===== config.mk =====
export PLATFORM = sky130hd
export DESIGN_NAME = match_controller_flat
export DESIGN_NICKNAME = d
export VERILOG_FILES = /design/src/rtl/match_controller_if.sv /design/src/rtl/match_controller.sv /design/src/flat_wrapper.sv
export SDC_FILE = /design/constraint.sdc
export NUM_CORES = 1
export LEC_CHECK = 0
export CAP_MARGIN = 20
export CELL_PAD_IN_SITES_DETAIL_PLACEMENT = 0
export CELL_PAD_IN_SITES_GLOBAL_PLACEMENT = 1
export CORE_MARGIN = 5
export CORE_UTILIZATION = 45
export CTS_CLUSTER_SIZE = 24
export DETAILED_ROUTE_END_ITERATION = 7
export PLACE_DENSITY = 0.8
export SYNTH_ARGS = -nofsm -noshare
export SYNTH_HDL_FRONTEND = slang
export SYNTH_SLANG_ARGS = --single-unit

===== constraint.sdc =====
create_clock -name i_clk -period 7.22 [get_ports i_clk]
set_clock_uncertainty 0.1 [all_clocks]
set_input_delay 1.444 -clock i_clk [delete_from_list [all_inputs] [get_ports i_clk]]
set_output_delay 1.444 -clock i_clk [all_outputs]
set_load 0.01 [all_outputs]

===== src/rtl/match_controller_if.sv =====
// Bundles the keyboard, collision and display-side signals of the match controller.
// The slave modport is the controller; the master modport is its environment.
interface match_controller_if #(
    parameter int NUM_PLAYERS   = 2,
    parameter int NUM_MAPS      = 2,
    parameter int WINS_TO_MATCH = 3
);
    localparam int PID_W   = (NUM_PLAYERS > 1) ? $clog2(NUM_PLAYERS) : 1;
    localparam int MAP_W   = (NUM_MAPS > 1) ? $clog2(NUM_MAPS) : 1;
    localparam int SCORE_W = $clog2(WINS_TO_MATCH + 1);
    localparam int BG_W    = $clog2(NUM_MAPS + NUM_PLAYERS + 1);

    logic [7:0]                     keycode;
    logic                           round_over;
    logic                           winner_valid;
    logic [PID_W-1:0]               winner_id;
    logic [2:0]                     game_state;
    logic [MAP_W-1:0]               map_select;
    logic [BG_W-1:0]                background_select;
    logic                           load_background;
    logic [NUM_PLAYERS*SCORE_W-1:0] scores;
    logic [PID_W-1:0]               match_winner;

    modport master (
        output keycode, round_over, winner_valid, winner_id,
        input  game_state, map_select, background_select, load_background, scores, match_winner
    );

    modport slave (
        input  keycode, round_over, winner_valid, winner_id,
        output game_state, map_select, background_select, load_background, scores, match_winner
    );
endinterface


===== src/rtl/match_controller.sv =====
// Game-flow controller for N-player light-cycle matches: menu, map choice, rounds,
// timed result display and best-of-N scoring, driven by edge-detected key presses.
module match_controller #(
    parameter int         NUM_PLAYERS   = 2,
    parameter int         NUM_MAPS      = 2,
    parameter int         WINS_TO_MATCH = 3,
    parameter int         RESULT_CYCLES = 50_000_000,
    parameter logic [7:0] KEY_ENTER     = 8'h28,
    parameter logic [7:0] KEY_UP        = 8'h52,
    parameter logic [7:0] KEY_DOWN      = 8'h51,
    parameter logic [7:0] KEY_PAUSE     = 8'h29
) (
    input  logic                i_clk,
    input  logic                i_reset,
    input  logic                i_reset_game,
    match_controller_if.slave   io_bus
);
    localparam int PID_W   = (NUM_PLAYERS > 1) ? $clog2(NUM_PLAYERS) : 1;
    localparam int MAP_W   = (NUM_MAPS > 1) ? $clog2(NUM_MAPS) : 1;
    localparam int SCORE_W = $clog2(WINS_TO_MATCH + 1);
    localparam int BG_W    = $clog2(NUM_MAPS + NUM_PLAYERS + 1);
    localparam int CNT_W   = (RESULT_CYCLES > 1) ? $clog2(RESULT_CYCLES) : 1;

    localparam logic [MAP_W-1:0]   MAP_LAST  = MAP_W'(NUM_MAPS - 1);
    localparam logic [SCORE_W-1:0] SCORE_MAX = SCORE_W'(WINS_TO_MATCH);
    localparam logic [CNT_W-1:0]   CNT_LAST  = CNT_W'(RESULT_CYCLES - 1);

    typedef enum logic [2:0] {
        ST_MENU          = 3'd0,
        ST_ROUND_PAUSED  = 3'd1,
        ST_ROUND_STARTED = 3'd2,
        ST_ROUND_RESULT  = 3'd3,
        ST_MATCH_WIN     = 3'd4
    } state_t;

    state_t               r_state;
    logic [7:0]           r_prev_key;
    logic [MAP_W-1:0]     r_map;
    logic [SCORE_W-1:0]   r_scores [NUM_PLAYERS];
    logic [PID_W-1:0]     r_match_winner;
    logic [CNT_W-1:0]     r_cnt;
    logic                 r_load_arm;
    logic                 r_load;

    logic                 w_new_key;
    logic                 w_press_enter;
    logic                 w_press_up;
    logic                 w_press_down;
    logic                 w_press_pause;
    logic                 w_valid_win;
    logic                 w_any_match;
    logic [PID_W-1:0]     w_match_idx;
    logic                 w_leave_result;

    assign w_new_key     = (io_bus.keycode != r_prev_key);
    assign w_press_enter = w_new_key && (io_bus.keycode == KEY_ENTER);
    assign w_press_up    = w_new_key && (io_bus.keycode == KEY_UP);
    assign w_press_down  = w_new_key && (io_bus.keycode == KEY_DOWN);
    assign w_press_pause = w_new_key && (io_bus.keycode == KEY_PAUSE);

    // Out-of-range winner ids count as a draw.
    assign w_valid_win = io_bus.round_over && io_bus.winner_valid &&
                         ({1'b0, io_bus.winner_id} < (PID_W + 1)'(NUM_PLAYERS));

    assign w_leave_result = (r_cnt == CNT_LAST) || w_press_enter;

    // Descending scan so the lowest-indexed player at the target score wins ties.
    always_comb begin
        w_any_match = 1'b0;
        w_match_idx = '0;
        for (int p = NUM_PLAYERS - 1; p >= 0; p--) begin
            if (r_scores[p] == SCORE_MAX) begin
                w_any_match = 1'b1;
                w_match_idx = PID_W'(p);
            end
        end
    end

    always_ff @(posedge i_clk) begin
        if (i_reset) begin
            r_state        <= ST_MENU;
            r_prev_key     <= 8'h00;
            r_map          <= '0;
            r_match_winner <= '0;
            r_cnt          <= '0;
            r_load_arm     <= 1'b0;
            r_load         <= 1'b0;
            for (int p = 0; p < NUM_PLAYERS; p++) r_scores[p] <= '0;
        end else begin
            r_prev_key <= io_bus.keycode;
            r_load     <= r_load_arm;
            r_load_arm <= 1'b0;
            if (i_reset_game) begin
                r_state        <= ST_MENU;
                r_match_winner <= '0;
                r_cnt          <= '0;
                r_load         <= 1'b0;
                for (int p = 0; p < NUM_PLAYERS; p++) r_scores[p] <= '0;
            end else begin
                case (r_state)
                    ST_MENU: begin
                        if (w_press_enter) begin
                            r_state    <= ST_ROUND_PAUSED;
                            r_load_arm <= 1'b1;
                        end else if (w_press_up) begin
                            r_map <= (r_map == MAP_LAST) ? '0 : r_map + MAP_W'(1);
                        end else if (w_press_down) begin
                            r_map <= (r_map == '0) ? MAP_LAST : r_map - MAP_W'(1);
                        end
                    end
                    ST_ROUND_PAUSED: begin
                        if (w_press_enter) r_state <= ST_ROUND_STARTED;
                    end
                    ST_ROUND_STARTED: begin
                        if (io_bus.round_over) begin
                            for (int p = 0; p < NUM_PLAYERS; p++) begin
                                if (w_valid_win && io_bus.winner_id == PID_W'(p) &&
                                    r_scores[p] != SCORE_MAX)
                                    r_scores[p] <= r_scores[p] + SCORE_W'(1);
                            end
                            r_state <= ST_ROUND_RESULT;
                            r_cnt   <= '0;
                        end else if (w_press_pause) begin
                            r_state <= ST_ROUND_PAUSED;
                        end
                    end
                    ST_ROUND_RESULT: begin
                        r_cnt <= r_cnt + CNT_W'(1);
                        if (w_leave_result) begin
                            r_load_arm <= 1'b1;
                            if (w_any_match) begin
                                r_state        <= ST_MATCH_WIN;
                                r_match_winner <= w_match_idx;
                            end else begin
                                r_state <= ST_ROUND_PAUSED;
                            end
                        end
                    end
                    ST_MATCH_WIN: begin
                        if (w_press_enter) begin
                            r_state    <= ST_MENU;
                            r_load_arm <= 1'b1;
                            for (int p = 0; p < NUM_PLAYERS; p++) r_scores[p] <= '0;
                        end
                    end
                    default: r_state <= ST_MENU;
                endcase
            end
        end
    end

    // Background index space: maps first, then one winner screen per player, then the menu.
    always_comb begin
        case (r_state)
            ST_MENU:      io_bus.background_select = BG_W'(NUM_MAPS + NUM_PLAYERS);
            ST_MATCH_WIN: io_bus.background_select = BG_W'(NUM_MAPS) + BG_W'(r_match_winner);
            default:      io_bus.background_select = BG_W'(r_map);
        endcase
    end

    assign io_bus.game_state      = r_state;
    assign io_bus.map_select      = r_map;
    assign io_bus.load_background = r_load;
    assign io_bus.match_winner    = r_match_winner;

    for (genvar gi = 0; gi < NUM_PLAYERS; gi++) begin : g_scores
        assign io_bus.scores[gi*SCORE_W +: SCORE_W] = r_scores[gi];
    end
endmodule

===== src/flat_wrapper.sv =====
// flat-port wrapper written by rule: the top's interface ports become plain ports
module match_controller_flat 
#(
    parameter int         NUM_PLAYERS   = 2,
    parameter int         NUM_MAPS      = 2,
    parameter int         WINS_TO_MATCH = 3,
    parameter int         RESULT_CYCLES = 50_000_000,
    parameter logic [7:0] KEY_ENTER     = 8'h28,
    parameter logic [7:0] KEY_UP        = 8'h52,
    parameter logic [7:0] KEY_DOWN      = 8'h51,
    parameter logic [7:0] KEY_PAUSE     = 8'h29
)
  (i_clk, i_reset, i_reset_game, io_bus_keycode, io_bus_round_over, io_bus_winner_valid, io_bus_winner_id, io_bus_game_state, io_bus_map_select, io_bus_background_select, io_bus_load_background, io_bus_scores, io_bus_match_winner);
  match_controller_if #(.NUM_PLAYERS(NUM_PLAYERS), .NUM_MAPS(NUM_MAPS), .WINS_TO_MATCH(WINS_TO_MATCH)) io_bus_i ();
  input  logic i_clk;
  input  logic i_reset;
  input  logic i_reset_game;
  input wire logic [$bits(io_bus_i.keycode)-1:0] io_bus_keycode;
  input wire logic [$bits(io_bus_i.round_over)-1:0] io_bus_round_over;
  input wire logic [$bits(io_bus_i.winner_valid)-1:0] io_bus_winner_valid;
  input wire logic [$bits(io_bus_i.winner_id)-1:0] io_bus_winner_id;
  output wire logic [$bits(io_bus_i.game_state)-1:0] io_bus_game_state;
  output wire logic [$bits(io_bus_i.map_select)-1:0] io_bus_map_select;
  output wire logic [$bits(io_bus_i.background_select)-1:0] io_bus_background_select;
  output wire logic [$bits(io_bus_i.load_background)-1:0] io_bus_load_background;
  output wire logic [$bits(io_bus_i.scores)-1:0] io_bus_scores;
  output wire logic [$bits(io_bus_i.match_winner)-1:0] io_bus_match_winner;
  assign io_bus_i.keycode = io_bus_keycode;
  assign io_bus_i.round_over = io_bus_round_over;
  assign io_bus_i.winner_valid = io_bus_winner_valid;
  assign io_bus_i.winner_id = io_bus_winner_id;
  assign io_bus_game_state = io_bus_i.game_state;
  assign io_bus_map_select = io_bus_i.map_select;
  assign io_bus_background_select = io_bus_i.background_select;
  assign io_bus_load_background = io_bus_i.load_background;
  assign io_bus_scores = io_bus_i.scores;
  assign io_bus_match_winner = io_bus_i.match_winner;
  match_controller #(.NUM_PLAYERS(NUM_PLAYERS), .NUM_MAPS(NUM_MAPS), .WINS_TO_MATCH(WINS_TO_MATCH), .RESULT_CYCLES(RESULT_CYCLES), .KEY_ENTER(KEY_ENTER), .KEY_UP(KEY_UP), .KEY_DOWN(KEY_DOWN), .KEY_PAUSE(KEY_PAUSE)) u_core (.i_clk(i_clk), .i_reset(i_reset), .i_reset_game(i_reset_game), .io_bus(io_bus_i));
endmodule

# Yosys cells after proc, flatten, opt, wreduce, memory -nomap -nowiden
# Memory sizes are Yosys's and may differ from the RTL's.
# Index checks and enable logic that the tools add are counted.
# W data, S select, Z words.
# classes
add_sub_neg,6
eq_ne,20
muxes,48
bitwise,9
n_reduce_logical,19
# op_table
cell,n
$pmux W26 S2,1
$mux W1,30
$add A26 B1 Y26 const B,1
$eq A26 B26 Y1 const B,1
$mux W26,1
$mux W3,7
$eq A8 B6 Y1 const B,2
$eq A8 B7 Y1 const B,2
$pmux W3 S5,1
$mux W2,6
$logic_and A1 B1 Y1,9
$ne A2 B1 Y1 const B,4
$ne A8 B8 Y1,1
$eq A3 B2 Y1 const B,2
$ne A2 B2 Y1 const B,3
$or A1 B1 Y1,6
$pmux W3 S2,1
$reduce_and A5 Y1,1
$add A2 B1 Y2 const B,2
$eq A2 B2 Y1 const B,2
$reduce_and A4 Y1,1
$reduce_bool A2 Y1,2
$reduce_or A2 Y1,2
$add A2 B1 Y3 const A,1
other kinds (11),13
# totals
ff_bits,41
mem_bits_rw,4
inputBits,14
n_memories,1
# mem_list
name,depth,word_bits,read_ports,rd_ports_with_merged_regs,wr,line,source
u_core.r_scores,2,2,2,0,2,match_controller.sv:39,logic [SCORE_W-1:0] r_scores [NUM_PLAYERS];

# Depth between registers and ports, before layout
# Gate-level depths: netlist of run 1.
# logic_depth
depth_word,11
mapped_depth,8
mapped_depth_nobuf,6

# Worst setup path before layout of run 1
# No wires, ideal clock.
# synth_path
path_kind,input to register
startpoint,input io_bus_keycode[0]
endpoint,"register u_core.r_match_winner, in the netlist u_core.io_bus.match_winner"
setup_time_ps,117
arrival_time_ps,2820
required_ps,7003
path_slack_ps,4182
path_stages,6
n_path_buf,1
cell_sequence,clkbuf_1 > xnor2_1 > nand4_1 > o211ai_1 > a21oi_1 > a32o_1
# synth_between
elab_chain_len,4
# synth_lines
element,line,source
"start, declared",flat_wrapper.sv:18,input wire logic [$bits(io_bus_i.keycode)-1:0] io_bus_keycode;
$ne A8 B8 Y1 or $eq A8 B6 Y1 (tied branches),"match_controller.sv:55, match_controller.sv:56",
$logic_and A1 B1 Y1 *,match_controller.sv:56,assign w_press_enter = w_new_key && (io_bus.keycode == KEY_ENTER);
$logic_or A1 B1 Y1 *,match_controller.sv:65,assign w_leave_result = (r_cnt == CNT_LAST) || w_press_enter;
$reduce_and A3 Y1 (no source line) *,--,
"end signal, assigned",match_controller.sv:133,r_match_winner <= w_match_idx;
"end, declared",match_controller.sv:40,logic [PID_W-1:0] r_match_winner;
# Every way passes the cells marked *; elsewhere a longest branch is shown, timed or not.
# A chain may end at the register's enable or synchronous reset.

# Worst setup path in the final report of run 1
# Ends and elaborated chain as after synthesis.

==> summary.md, run 1 <==
| Metric | Value |
|---|---|
| Layout net count | `327` |
| Clk Latency, worst-skew pair | `0.30 ns` |
| Setup TNS | `0 ns` |
| Slew Limit Fails | `0` |
| Drt first-iter violations | `83` |
| Max-slew headroom | `0.542` |
| Cts bufs inserted | `5` |
| Routed len/inst | `14.1 microns` |
| CTS max path bufs | `2` |
| Hold Path Class | `flop to flop` |
| Crit-path cells | `clkdlybuf4s50_1 -> xnor2_1 -> nand4_1 -> o211ai_1 -> a21oi_1 -> a32o_1` |
| Max cap viols | `0` |
| Peak supply drop | `0.0000743 V` |
| Startpoint Class | `input pin` |
| Overall routed net length | `5390 microns` |
| Max incr delay on CP | `0.63 ns` |
| Critical path class | `input pin to flop` |
| Initial antenna violation count | `0` |
| Async set-reset flop share out of synthesis | `0` |
| Crit path capture type | `flop` |
| Sequential area share after synthesis | `0.394` |
| Fill cell count | `525` |
| Status | `finished clean` |
| PortBufs | `26` |
| Worst EP required | `7.32 ns` |
| Synth Instances | `290` |
| Fmax | `0.293 GHz` |
| Synthesized flop and latch total | `45` |
| CP max-delay cell | `o211ai_1` |
| Number of buffers inserted by hold repair at cts | `0` |
| GRT overflow | `0` |
| Primary FF master, synth | `dfxtp_1` |
| Total global-route track usage | `0.161` |
| I/O Pins | `27` |
| Synth Warn # | `0` |
| Post-synthesis cell type count | `53` |
| Die Height | `82.9 microns` |
| Pre-antenna DRT Iters | `4` |
| Num rows | `26` |
| Core area | `5140 sq um` |
| Slew @ Worst Pin | `0.684 ns` |
| Hold path start | `u_core.r_load_arm$_SDFF_PP0_` |
| Fin crit share | `0.472` |
| Avg Cell Area, Syn | `8.24 sq um` |
| Layout area overhead | `16.6%` |
| Lkg Pwr | `0.942 nW` |
| WHS | `0.356 ns` |
| RSZ-0062 raised after global routing | `false` |
| Diodes inserted | `0` |
| Clock sinks | `45` |
| Final setup vio count | `0` |
| Hold worst-path end | `u_core.io_bus.load_background$_SDFF_PP0_` |
| Post-synth EDFFs | `4` |
| First-pass GRT wire length | `9430 microns` |
| GP Congestion | `0.774` |
| Cell area after synthesis | `2390 sq um` |
| Largest net degree at the start of global routing | `25` |
| CTS H-tree lvls | `2` |
| CTS Root Cell | `clkbuf_8` |
| Net Count, Synth | `307` |
| Resized Gates After CTS | `0` |
| Worst-path maximum fanout | `8` |
| CTS tree | `built` |
| Critical R2R Capture | `u_core.r_cnt[22]$_SDFFE_PP0P_` |
| Vias per cell | `5.58` |
| Postcts setup bufs | `0` |
| Share of cells above drive strength 1 | `0.0707` |
| Vias | `2126` |
| Drt drc | `0` |
| Reg-to-reg slack, setup | `4.59 ns` |
| Die area | `6870 sq um` |
| Power Dens Cells | `161 nW/um^2` |
| Post-DRT Antenna Nets | `0` |
| Clk pin slew, worst setup/hold paths | `0.08 ns` |
| Fin crit period | `3.41 ns` |
| R2r startpoint | `u_core.io_bus.game_state[1]$_SDFFE_PP0P_` |
| Vias in the first global route | `2019` |
| HPWL Detailed | `3900 microns` |
| R2r worst-path depth | `5` |
| Hold Path Cell Cnt | `1` |
| Die width | `82.9 microns` |
| Critical Path AT | `3.51 ns` |
| Starting Density | `0.465` |
| Fin. Hold Viols | `0` |
[logic make-up after synthesis]
group	Yosys count	synth area share
and+or+nand+nor	133	0.301
AOI/OAI and AO/OA	74	0.204
DFF	45	0.394
buffers and inverters	22	0.0356
xor gates and xnor gates	10	0.0367
muxes	3	0.0141
adders and majority gates	3	0.0157
[routing by layer]
layer | up-vias | track usage | share of wire
li1 | 1103 | - | -
met3 | 6 | 0.0376 | 0.033
met2 | 26 | 0.262 | 0.45
met5 | - | 0 | 0
met4 | 0 | 0.0461 | 0.013
met1 | 991 | 0.212 | 0.50
[cell usage in the layout, fill, tap and decap left out, drive strengths merged, types with 2 or more instances in the layout]
cell type / synthesis / routed
nor2: 33 / 33
nor2b: 7 / 7
clkbuf: 13 / 7
xor2: 2 / 2
a21oi: 27 / 27
dfxtp: 41 / 41
or4b: 2 / 2
o21a: 7 / 7
clkdlybuf4s50: 0 / 26
a31o: 2 / 2
xnor2: 8 / 8
a31oi: 6 / 6
ha: 3 / 3
and2: 6 / 6
nand2: 21 / 21
and3: 6 / 6
edfxtp: 4 / 4
nand3b: 2 / 2
nand2b: 3 / 3
and4: 3 / 3
a211oi: 2 / 2
o2111ai: 2 / 2
o211a: 2 / 2
nor3: 5 / 5
nand4: 12 / 12
nand3: 15 / 15
mux2: 3 / 3
or2: 4 / 4
inv: 7 / 7
o21ai: 8 / 8
or3: 7 / 7
buf: 2 / 2
o211ai: 8 / 8
[cells in the mapped netlist (2+ instances only)]
library cell | n | area (sq um)
a211oi_1 | 2 | 15.0
a21oi_1 | 27 | 135
a31oi_1 | 6 | 37.5
and2_1 | 6 | 37.5
and3_1 | 5 | 31.3
and4_1 | 3 | 26.3
buf_2 | 2 | 10.0
clkbuf_1 | 13 | 48.8
dfxtp_1 | 41 | 821
edfxtp_1 | 4 | 120
ha_1 | 3 | 37.5
inv_1 | 7 | 26.3
mux2_2 | 3 | 33.8
nand2_1 | 21 | 78.8
nand2b_1 | 3 | 18.8
nand3_1 | 15 | 75.1
nand4_1 | 12 | 75.1
nor2_1 | 33 | 124
nor2b_1 | 7 | 43.8
nor3_1 | 5 | 25.0
o2111ai_1 | 2 | 17.5
o211a_1 | 2 | 20.0
o211ai_1 | 8 | 60.1
o21a_1 | 7 | 52.6
o21ai_0 | 8 | 40.0
or2_2 | 3 | 18.8
or3_1 | 7 | 43.8
or4b_1 | 2 | 20.0
xnor2_1 | 8 | 70.1
xor2_1 | 2 | 17.5
[critical path, delay by kind of cell]
| family | cells | cell delay, ns |
|---|---|---|
| simple gates | 1 | 0.21 |
| xor+xnor | 1 | 0.16 |
| compound gates | 3 | 1.08 |
| buf+inv | 1 | 0.61 |
[per-stage QoR]
| step | instance area, sq um | power [W] | worst slack (ns) | util | instances |
|---|---|---|---|---|---|
| finish | 2790 | 0.000448 | 3.81 | 0.542 | 381 |
| global route | 2790 | 0.000471 | 3.70 | 0.542 | 381 |
| CTS | 2790 | 0.000456 | 3.84 | 0.542 | 381 |
| global placement | 2690 | 0.000294 | 3.60 | 0.524 | 373 |
| floorplan | 2390 | 0.000279 | 4.18 | - | 290 |
| detailed placement | 2690 | 0.000294 | 3.52 | 0.524 | 373 |
[sequential cells by signal (all words and copies together), names as in the netlist]
signal	flops
u_core.r_cnt	26
u_core.r_prev_key	8
u_core.r_scores	4
u_core.io_bus.game_state	3
u_core.io_bus.load_background	1
u_core.io_bus.map_select	1
u_core.io_bus.match_winner	1
u_core.r_load_arm	1
[power by group]
group / total [W] / leakage, nW / switching [W] / internal [W]
Clock: 0.000160 / 0.0445 / 0.0000822 / 0.0000778
Sequential: 0.000256 / 0.377 / 0.00000176 / 0.000255
Combinational: 0.0000314 / 0.521 / 0.0000153 / 0.0000161
Total: 0.000448 / 0.942 / 0.0000992 / 0.000349
[worst max-delay path by stage]
stage	from	to	slack (ns)	cells past startpoint
6_report	io_bus_keycode[0]	u_core.io_bus.match_winner$_SDFFE_PP0P_	3.81	6
5_1_grt	io_bus_keycode[0]	u_core.io_bus.match_winner$_SDFFE_PP0P_	3.70	6
4_1_cts	u_core.io_bus.game_state[1]$_SDFFE_PP0P_	io_bus_background_select[1]	3.84	4
3_5_place_dp	io_bus_keycode[0]	u_core.io_bus.match_winner$_SDFFE_PP0P_	3.52	6
3_3_place_gp	io_bus_keycode[0]	u_core.io_bus.match_winner$_SDFFE_PP0P_	3.60	6
2_1_floorplan	io_bus_keycode[0]	u_core.io_bus.match_winner$_SDFFE_PP0P_	4.18	6
[cell type report]
cell class | count | area (sq um) | area share
Clock buffer | 7 | 86.3 | 0.0310
Clock inverter | 1 | 7.51 | 0.00269
Inverter | 7 | 26.3 | 0.00943
Multi-Input combinational cell | 223 | 1360 | 0.489
Sequential cell | 45 | 941 | 0.338
Tap cell | 70 | 87.6 | 0.0314
Timing Repair Buffer | 28 | 275 | 0.0987
No activity file was read; power rests on OpenSTA's default activity.
==> run 2: changes to the inputs <==
--- a/config.mk
+++ b/config.mk
@@ -9,10 +9,10 @@
 export CELL_PAD_IN_SITES_DETAIL_PLACEMENT = 0
 export CELL_PAD_IN_SITES_GLOBAL_PLACEMENT = 1
 export CORE_MARGIN = 5
-export CORE_UTILIZATION = 45
+export CORE_UTILIZATION = 38
 export CTS_CLUSTER_SIZE = 24
 export DETAILED_ROUTE_END_ITERATION = 7
-export PLACE_DENSITY = 0.8
+export PLACE_DENSITY = 0.72
 export SYNTH_ARGS = -nofsm -noshare
 export SYNTH_HDL_FRONTEND = slang
 export SYNTH_SLANG_ARGS = --single-unit
==> constraint.sdc (replaced) <==
create_clock -name i_clk -period 2.8 [get_ports i_clk]
set_clock_uncertainty 0.1 [all_clocks]
set_input_delay 0.56 -clock i_clk [delete_from_list [all_inputs] [get_ports i_clk]]
set_output_delay 0.56 -clock i_clk [all_outputs]
set_load 0.01 [all_outputs]
==> summary.md, run 2 (same netlist as run 1, synthesis figures left out) <==
| Metric | Value |
|---|---|
| Power Dens Cells | `391 nW/um^2` |
| I/O Pins | `27` |
| PortBufs | `26` |
| Fin crit period | `2.47 ns` |
| CTS H-tree lvls | `2` |
| Critical path class | `flop to primary output` |
| Total global-route track usage | `0.154` |
| Startpoint Class | `flop` |
| Die area | `7970 sq um` |
| Critical Path AT | `1.81 ns` |
| Vias | `2198` |
| R2r startpoint | `u_core.r_cnt[9]$_SDFFE_PP0P_` |
| Critical R2R Capture | `u_core.io_bus.game_state[2]$_SDFFE_PP0P_` |
| Setup TNS | `0 ns` |
| Final setup vio count | `0` |
| Pre-CTS setup slack | `0.0514 ns` |
| Clk Latency, worst-skew pair | `0.29 ns` |
| Starting Density | `0.397` |
| Initial antenna violation count | `0` |
| Layout net count | `341` |
| Final Power | `0.00113 W` |
| Most frequent cells in the layout | `dfxtp_1 (41), nor2_1 (33), a21oi_1 (27)` |
| Die width | `89.3 microns` |
| WHS | `0.333 ns` |
| Lkg Pwr | `1.01 nW` |
| Max-slew headroom | `0.552` |
| Reg-to-reg slack, setup | `0.41 ns` |
| Worst-path maximum fanout | `10` |
| CTS Root Cell | `clkbuf_8` |
| Slew Limit Fails | `0` |
| Util after Layout | `0.478` |
| Biggest regs | `u_core.r_cnt: 26 flops, u_core.r_prev_key: 8 flops, u_core.r_scores: 4 flops` |
| Fin. Hold Viols | `0` |
| Num rows | `28` |
| Hold Path Cell Cnt | `1` |
| Peak supply drop | `0.000175 V` |
| Share of cells above drive strength 1 | `0.108` |
| R2r worst-path depth | `5` |
| Clk pin slew, worst setup/hold paths | `0.08 ns` |
| Number of flip-flops in the largest register | `26` |
| Cts bufs inserted | `5` |
| Drt first-iter violations | `122` |
| Core area | `6030 sq um` |
| Hold Path Class | `flop to flop` |
| Layout area overhead | `20.6%` |
| Vias in the first global route | `2067` |
| Slew @ Worst Pin | `0.669 ns` |
| Vias per cell | `5.51` |
| Status | `finished clean` |
| GP Congestion | `0.737` |
| Routed len/inst | `14.4 microns` |
| Max cap viols | `0` |
| Fin crit share | `0.882` |
| Top reg by flops | `u_core.r_cnt` |
| CTS max path bufs | `2` |
| Worst EP required | `2.14 ns` |
| Diodes inserted | `0` |
| Pre-antenna DRT Iters | `4` |
| Register area | `941 sq um` |
| Footprint of the multi-input gates | `1360 sq um` |
| RSZ-0062 raised after global routing | `false` |
| GRT overflow | `0` |
| Hold worst-path end | `u_core.io_bus.load_background$_SDFF_PP0_` |
| Drt drc | `0` |
| Fill cell count | `603` |
| First-pass GRT wire length | `9730 microns` |
| Postcts setup bufs | `0` |
| CTS tree | `built` |
| Die Height | `89.3 microns` |
| Largest net degree at the start of global routing | `17` |
| Resized Gates After CTS | `0` |
| Most common cell after layout, fill and taps aside | `dfxtp_1` |
| Hold path start | `u_core.r_load_arm$_SDFF_PP0_` |
| Post-DRT Antenna Nets | `0` |
| Fmax | `0.405 GHz` |
| HPWL Detailed | `4320 microns` |
| Number of buffers inserted by hold repair at cts | `0` |
| Overall routed net length | `5760 microns` |
| Final WS setup | `0.330 ns` |
| Crit path capture type | `primary output` |
| Clock sinks | `45` |
==> run 2: changes by cell type in the layout (fill, tap and decap cells not counted) <==
cell	before	now
clkinvlp_4	1	0
clkinv_2	0	1
buf_4	2	16
clkbuf_8	6	5
==> run 2: cell type report <==
class	count	area share
clock buffer	6	0.0252
inverter	7	0.00911
clock inverter	1	0.00174
sequential	45	0.326
timing repair buffer	42	0.132
tap	75	0.0326
multi-input combinational	223	0.473
==> run 2: worst max-delay path by stage <==
stage,start,endpoint,cells after the start
after global placement,io_bus_keycode[6],u_core.r_scores[0][2]$_SDFFCE_PP0P_,5
after detailed placement,io_bus_keycode[1],u_core.io_bus.match_winner$_SDFFE_PP0P_,6
after floorplan,u_core.r_cnt[9]$_SDFFE_PP0P_,u_core.io_bus.match_winner$_SDFFE_PP0P_,5
final,u_core.io_bus.game_state[0]$_SDFFE_PP0P_,io_bus_background_select[1],5
after CTS,u_core.io_bus.game_state[0]$_SDFFE_PP0P_,io_bus_background_select[1],5
after global routing,u_core.io_bus.game_state[0]$_SDFFE_PP0P_,io_bus_background_select[1],5
==> run 2: where the power goes <==
| part | leakage, nW | switching [W] | internal, W |
|---|---|---|---|
| registers | 0.377 | 0.00000435 | 0.000657 |
| logic | 0.590 | 0.0000415 | 0.0000462 |
| clock network | 0.0410 | 0.000209 | 0.000170 |
| total | 1.01 | 0.000255 | 0.000873 |
==> run 2: metal layers <==
| metal | global-route usage | vias to the layer above | share of wire |
|---|---|---|---|
| met4 | 0.0460 | 0 | 0.012 |
| li1 | - | 1130 | - |
| met2 | 0.251 | 47 | 0.46 |
| met5 | 0 | - | 0 |
| met1 | 0.204 | 1013 | 0.48 |
| met3 | 0.0332 | 8 | 0.055 |
==> run 2: metrics by stage <==
step,cell area [sq um],std cells
detailed placement,2810,392
floorplan,2390,290
global route,2880,399
finish,2880,399
global placement,2810,392
CTS,2880,399
==> run 2: worst max-delay path, stage by stage, from the launching register on <==
cell	delay, ns
dfxtp_1	0.33
buf_4	0.17
nor2_1	0.25
nand2_1	0.15
inv_1	0.09
clkdlybuf4s50_1	0.54
==> run 3: changes to the inputs <==
--- a/config.mk
+++ b/config.mk
@@ -5,7 +5,7 @@
 export SDC_FILE = /design/constraint.sdc
 export NUM_CORES = 1
 export LEC_CHECK = 0
-export CAP_MARGIN = 20
+export CAP_MARGIN = 15
 export CELL_PAD_IN_SITES_DETAIL_PLACEMENT = 0
 export CELL_PAD_IN_SITES_GLOBAL_PLACEMENT = 1
 export CORE_MARGIN = 5
@@ -13,6 +13,7 @@
 export CTS_CLUSTER_SIZE = 24
 export DETAILED_ROUTE_END_ITERATION = 7
 export PLACE_DENSITY = 0.72
+export SETUP_SLACK_MARGIN = 0.05
 export SYNTH_ARGS = -nofsm -noshare
 export SYNTH_HDL_FRONTEND = slang
 export SYNTH_SLANG_ARGS = --single-unit
==> results of run 3 <==
Final layout, timing and power as in run 2 (identical DEF).
